==> src/rtl/bg_mean_estimator_if.sv <==
// Background-sample pixel stream between a pixel source and the
// mean estimator: valid/ready handshake plus one RGB sample.
interface bg_mean_estimator_if;
  logic       pix_valid;
  logic       pix_ready;
  logic [7:0] red_in;
  logic [7:0] green_in;
  logic [7:0] blue_in;

  modport master (
    output pix_valid,
    output red_in,
    output green_in,
    output blue_in,
    input  pix_ready
  );

  modport slave (
    input  pix_valid,
    input  red_in,
    input  green_in,
    input  blue_in,
    output pix_ready
  );
endinterface

==> src/rtl/bg_mean_estimator.sv <==
// Averages NUM_PIXELS RGB background samples with a bit-serial divider.
// Define BG_EST_ROUND_EN for round-half-up instead of floor.
module bg_mean_estimator #(
  parameter int NUM_PIXELS = 4
) (
  input  logic                Clk,
  input  logic                Reset,
  input  logic                Start,
  input  logic                Ack,
  bg_mean_estimator_if.slave  pix,
  output logic [8:0]          red_exp,
  output logic [8:0]          green_exp,
  output logic [8:0]          blue_exp,
  output logic                Done,
  output logic                Qi,
  output logic                Qa,
  output logic                Qd,
  output logic                Qdn
);

  localparam int CW    = $clog2(NUM_PIXELS + 1);
  localparam int SUM_W = 8 + CW;
  localparam int RW    = CW + 1;
  localparam int DW    = $clog2(SUM_W);

  localparam logic [CW-1:0] LAST_C = CW'(NUM_PIXELS - 1);
  localparam logic [RW-1:0] DIV_R  = RW'(NUM_PIXELS);
  localparam logic [DW-1:0] LAST_D = DW'(SUM_W - 1);

`ifdef BG_EST_ROUND_EN
  localparam logic [SUM_W-1:0] RND = SUM_W'(NUM_PIXELS / 2);
`else
  localparam logic [SUM_W-1:0] RND = '0;
`endif

  typedef enum logic [3:0] {
    S_IDLE   = 4'b0001,
    S_ACCUM  = 4'b0010,
    S_DIVIDE = 4'b0100,
    S_DONE   = 4'b1000
  } state_t;

  state_t state_q;
  state_t state_d;

  logic [CW-1:0]            cnt_q;
  logic [DW-1:0]            div_q;
  logic [2:0][SUM_W-1:0]    sum_q;
  logic [2:0][CW-1:0]       rem_q;
  logic [2:0][7:0]          exp_q;
  logic [2:0][7:0]          px;

  logic                     acc;
  logic                     last_px;
  logic                     last_div;
  logic [2:0][RW-1:0]       trial;
  logic [2:0]               ge;
  logic [2:0][CW-1:0]       rem_nx;
  logic [2:0][SUM_W-1:0]    quo_nx;

  assign px = {pix.blue_in, pix.green_in, pix.red_in};

  assign Qi  = state_q[0];
  assign Qa  = state_q[1];
  assign Qd  = state_q[2];
  assign Qdn = state_q[3];

  assign Done          = state_q[3];
  assign pix.pix_ready = state_q[1];

  assign red_exp   = {1'b0, exp_q[0]};
  assign green_exp = {1'b0, exp_q[1]};
  assign blue_exp  = {1'b0, exp_q[2]};

  assign acc      = state_q[1] & pix.pix_valid;
  assign last_px  = acc & (cnt_q == LAST_C);
  assign last_div = state_q[2] & (div_q == LAST_D);

  // The sum register doubles as the dividend/quotient shift register.
  always_comb begin
    trial  = '0;
    ge     = '0;
    rem_nx = '0;
    quo_nx = '0;
    for (int c = 0; c < 3; c++) begin
      trial[c]  = {rem_q[c], sum_q[c][SUM_W-1]};
      ge[c]     = trial[c] >= DIV_R;
      rem_nx[c] = ge[c] ? CW'(trial[c] - DIV_R)
                        : CW'(trial[c]);
      quo_nx[c] = {sum_q[c][SUM_W-2:0], ge[c]};
    end
  end

  always_ff @(posedge Clk or negedge Reset) begin
    if (!Reset) begin
      state_q <= S_IDLE;
    end else begin
      state_q <= state_d;
    end
  end

  always_comb begin
    state_d = state_q;
    unique case (1'b1)
      state_q[0]: if (Start)    state_d = S_ACCUM;
      state_q[1]: if (last_px)  state_d = S_DIVIDE;
      state_q[2]: if (last_div) state_d = S_DONE;
      state_q[3]: if (Ack)      state_d = S_IDLE;
      default:                  state_d = S_IDLE;
    endcase
  end

  always_ff @(posedge Clk or negedge Reset) begin
    if (!Reset) begin
      cnt_q <= '0;
      div_q <= '0;
      sum_q <= '0;
      rem_q <= '0;
      exp_q <= '0;
    end else begin
      if (state_q[0] && Start) begin
        cnt_q <= '0;
        sum_q <= '0;
      end
      if (acc) begin
        cnt_q <= cnt_q + CW'(1);
        // Rounding bias rides in with the final sample.
        for (int c = 0; c < 3; c++) begin
          sum_q[c] <= sum_q[c] + SUM_W'(px[c])
                    + (RND & {SUM_W{last_px}});
        end
        if (last_px) begin
          rem_q <= '0;
          div_q <= '0;
        end
      end
      if (state_q[2]) begin
        sum_q <= quo_nx;
        rem_q <= rem_nx;
        div_q <= div_q + DW'(1);
        if (last_div) begin
          for (int c = 0; c < 3; c++) begin
            exp_q[c] <= quo_nx[c][7:0];
          end
        end
      end
    end
  end

endmodule
==> src/flat_wrapper.sv <==
// flat-port wrapper written by rule: the top's interface ports become plain ports
module bg_mean_estimator_flat 
#(
  parameter int NUM_PIXELS = 4
)
  (Clk, Reset, Start, Ack, red_exp, green_exp, blue_exp, Done, Qi, Qa, Qd, Qdn, pix_pix_valid, pix_red_in, pix_green_in, pix_blue_in, pix_pix_ready);
  bg_mean_estimator_if pix_i ();
  input  logic Clk;
  input  logic Reset;
  input  logic Start;
  input  logic Ack;
  output logic [8:0] red_exp;
  output logic [8:0] green_exp;
  output logic [8:0] blue_exp;
  output logic Done;
  output logic Qi;
  output logic Qa;
  output logic Qd;
  output logic Qdn;
  input wire logic [$bits(pix_i.pix_valid)-1:0] pix_pix_valid;
  input wire logic [$bits(pix_i.red_in)-1:0] pix_red_in;
  input wire logic [$bits(pix_i.green_in)-1:0] pix_green_in;
  input wire logic [$bits(pix_i.blue_in)-1:0] pix_blue_in;
  output wire logic [$bits(pix_i.pix_ready)-1:0] pix_pix_ready;
  assign pix_i.pix_valid = pix_pix_valid;
  assign pix_i.red_in = pix_red_in;
  assign pix_i.green_in = pix_green_in;
  assign pix_i.blue_in = pix_blue_in;
  assign pix_pix_ready = pix_i.pix_ready;
  bg_mean_estimator #(.NUM_PIXELS(NUM_PIXELS)) u_core (.Clk(Clk), .Reset(Reset), .Start(Start), .Ack(Ack), .pix(pix_i), .red_exp(red_exp), .green_exp(green_exp), .blue_exp(blue_exp), .Done(Done), .Qi(Qi), .Qa(Qa), .Qd(Qd), .Qdn(Qdn));
endmodule
==> config.mk <==
export PLATFORM = sky130hd
export DESIGN_NAME = bg_mean_estimator_flat
export DESIGN_NICKNAME = d
export VERILOG_FILES = /design/src/rtl/bg_mean_estimator_if.sv /design/src/rtl/bg_mean_estimator.sv /design/src/flat_wrapper.sv
export SDC_FILE = /design/constraint.sdc
export NUM_CORES = 1
export LEC_CHECK = 0
export BUFFER_PORTS_ARGS = -buffer_cell sky130_fd_sc_hd__buf_2
export CAP_MARGIN = 5
export CORE_MARGIN = 10
export CORE_UTILIZATION = 50
export CTS_BUF_LIST = sky130_fd_sc_hd__clkbuf_8
export CTS_CLUSTER_SIZE = 25
export DETAILED_ROUTE_END_ITERATION = 12
export GPL_TIMING_DRIVEN = 0
export PLACE_DENSITY_LB_ADDON = 0.3
export SYNTH_ARGS = -nofsm -noshare
export SYNTH_HDL_FRONTEND = slang
export SYNTH_SLANG_ARGS = --single-unit
==> constraint.sdc <==
create_clock -name Clk -period 2.7 [get_ports Clk]
set_input_delay 0.27 -clock Clk [delete_from_list [all_inputs] [get_ports Clk]]
set_output_delay 0.27 -clock Clk [all_outputs]
set_load 0.02 [all_outputs]
==> impl_metrics.csv <==
group,metric,value,unit
place,placed_area,0.00474,sq mm
floorplan,row_count,33,
cts,cts_sinks,77,
routing,initialDrtViolationCount,207,
critical_path,path_class,"reg2reg",
worst_hold_path,holdPathStages,2,
worst_hold_path,min_path_type,"in2reg",
cts,clk_pin_slew,80,ps
global_route,overflow,0,
floorplan,core,0.00830,sq mm
critical_path,crit_arrival,2620,ps
place,place_hpwl,8030,um
cts,cts_resized,0,
place,dp_slack,362,ps
routing,drc,0,
global_route,grt_pass1_wl,18500,um
cts,cts_hold_buf,1,
run,drv_cap,0,
synthesis,syn_avg_cell_area,9.97,sq um
critical_path,r2r-end,"u_core.quo_nx[31]",
timing,max_slew.worst_pin.slew,751,ps
timing,rsz0062_at_grt,"no",
timing,skew,10.4,ps
synthesis,ys_ff_latch,77,
synthesis,ys_types,56,
place,place_inst,596,
synthesis,ys_warn_count,0,
floorplan,start_util,51.7,%
final_layout,post-route-util,59.6,%
final_layout,layout_commonest_cell,"dfrtp_1",
timing,finalWorstSetupSlack,355,ps
timing,fmax,426,MHz
cts,cts_tree,"yes",
floorplan,die_y,113,um
place,port_buffers,58,
worst_hold_path,holdCritStartpoint,"Ack",
critical_path,cp-startpoint,"u_core.quo_nx[23]",
power,power_density,1240,mW/mm^2
cts,clock-root-buffer,"clkbuf_8",
cts,clk_latency,350,ps
synthesis,yosys.area.top_type,"dfrtp_1",
routing,vias,3633,
synthesis,synth_edf_count,0,
global_route,antenna_found_initial,0,
final_layout,num-nets-final,563,
run_status,status,"completed",
timing,setup_tns,0,ps
routing,drt_pre_antenna_iters,5,
final_layout,n_fill_cell,714,
synthesis,synthesis.area,0.00429,sq mm
critical_path,cp_data_required_time,2970,ps
cts,clock_path_buffers,2,
critical_path,worstPathMaxFanout,4,
synthesis,syn_inst,430,
synthesis,yosysSeqAreaShare,45.0,%
floorplan,die_w,113,um
final_layout,area_delta_synth_final,15.4,%
cts,cts_made_buffers,9,
cts,htree_levels,3,
floorplan,die_area,0.0127,sq mm
final_layout,postLayoutCellArea,0.00495,sq mm
final_layout,drive_above_1_share,21.7,%
routing,routed_wl,10900,um
global_route,first_global_vias,3794,
timing,min_period,2350,ps
critical_path,r2r_cells,8,
critical_path,reg2reg_from,"u_core.quo_nx[23]",
final_layout,fin_cells,612,
floorplan,ios,62,
synthesis,synth_top_area_share,44.4,%
routing,wl_per_cell,17.8,um
timing,hold_violations,0,
cts,postCtsSetupRepairBufs,0,
power,peakVddDrop,573,uV
timing,slew_violations,0,
worst_hold_path,hold_end,"u_core.state_q[3]",
global_route,grt_start_max_net_pins,41,
synthesis,synth_flop_cell,"dfrtp_1",
timing,slew-limit-headroom,49.7,%
synthesis,async_flop_share,100,%
routing,routed_via_density,5.94,
synthesis,synthTopCellsByArea,"dfrtp_1 44%, ha_1 8.2%, o21ai_0 5.0%",
critical_path,crit_path_end_kind,"register",
timing,fin_crit_sh,86.9,%
final_layout,diodes,0,
place,gp_congestion,0.822,
timing,setup_viol,0,
critical_path,r2r_setup_slack,350,ps
global_route,grt_usage,17.6,%
routing,antenna_left,0,
final_layout,final_cell_mix,"76 x dfrtp_1, 66 x buf_2, 44 x nand2_1, 43 x o21ai_0, 33 x a21oi_1",
power,leakagePower,0.00239,uW
critical_path,critPathLaunchType,"register",
[layout make-up]
cell class                 count  area, sq um  share of cell area, %
multi-input combinational    312         2180                   44.0
sequential                    77         1930                   39.0
timing repair buffer          60          323                   6.52
clock buffer                  11          151                   3.06
tap                          105          131                   2.65
buffer                        24          120                   2.43
inverter                      19         71.3                   1.44
clock inverter                 4         47.5                  0.961
[per-stage QoR]
step | hold WS [ps] | total power (uW)
finish | 118 | 6120
global route | 134 | 6670
CTS | 112 | 6140
detailed placement | 270 | 5230
global placement | 457 | 5110
floorplan | -25.6 | 4350
[worst max-delay path, stage by stage, from the launching register on]
cell and delay [ps]:
dfrtp_1 420, ha_1 250, fa_1 430, a211oi_1 320
o21ai_0 180, a31oi_2 300, a21o_1 150, a21oi_1 50
o21ai_0 150
[power by group]
part           internal, uW  total, uW  switching (uW)  leakage [uW]
Combinational          1310       3150            1840       0.00132
Sequential             1660       2080             429      0.000971
Clock                   469        889             420      0.000101
Total                  3430       6120            2690       0.00239
[how the worst max path moves through the flow]
stage	end	cells after the start
after CTS	u_core.quo_nx[31]	8
after global routing	u_core.quo_nx[31]	8
after global placement	u_core.quo_nx[31]	8
after floorplan	u_core.quo_nx[9]	8
final	u_core.quo_nx[31]	8
after detailed placement	u_core.quo_nx[31]	8
[cell families after synthesis]
family / after synthesis / synth area share [%]
AO/OA/AOI/OAI: 156 / 24.6
AND/OR/NAND/NOR: 95 / 10.2
flip-flops: 77 / 45.0
buffers and inverters: 43 / 4.46
adder cells (fa/ha/maj): 31 / 9.57
XOR/XNOR: 16 / 3.27
multiplexers: 11 / 2.86
other: 1 / 0.0875
[sequential cells by signal, indices dropped and copies added, names as in the netlist]
name and cells:
u_core.blue_exp 8, u_core.cnt_q 3, u_core.div_q 4, u_core.green_exp 8, u_core.quo_nx 30, u_core.red_exp 8, u_core.rem_q 9, u_core.state_q 4
u_core.sum_q 3
[cells in the mapped netlist, drive strengths merged (2+ instances only)]
cell type / number
dfrtp: 76
nand2: 44
o21ai: 44
a21oi: 35
ha: 28
inv: 19
buf: 15
a221oi: 14
nor2: 13
nand3: 11
mux2: 10
a211oi: 9
clkbuf: 9
a21o: 8
a22o: 8
xnor2: 8
xor2: 8
and3: 7
a22oi: 6
a211o: 5
nor3: 5
o21bai: 5
a31oi: 4
o21a: 4
a221o: 3
fa: 3
nand4: 3
a32oi: 2
a41oi: 2
nand3b: 2
nor4: 2
o22ai: 2
or2: 2
or3: 2
[layer usage]
layer	up-vias	share of wire, %	track usage [%]
met5	-	0	0
met4	0	1.9	5.84
met3	17	6.2	5.43
met2	108	47	28.5
met1	1777	45	21.8
li1	1731	-	-
Note: power is estimated with default switching activity, not from simulation.
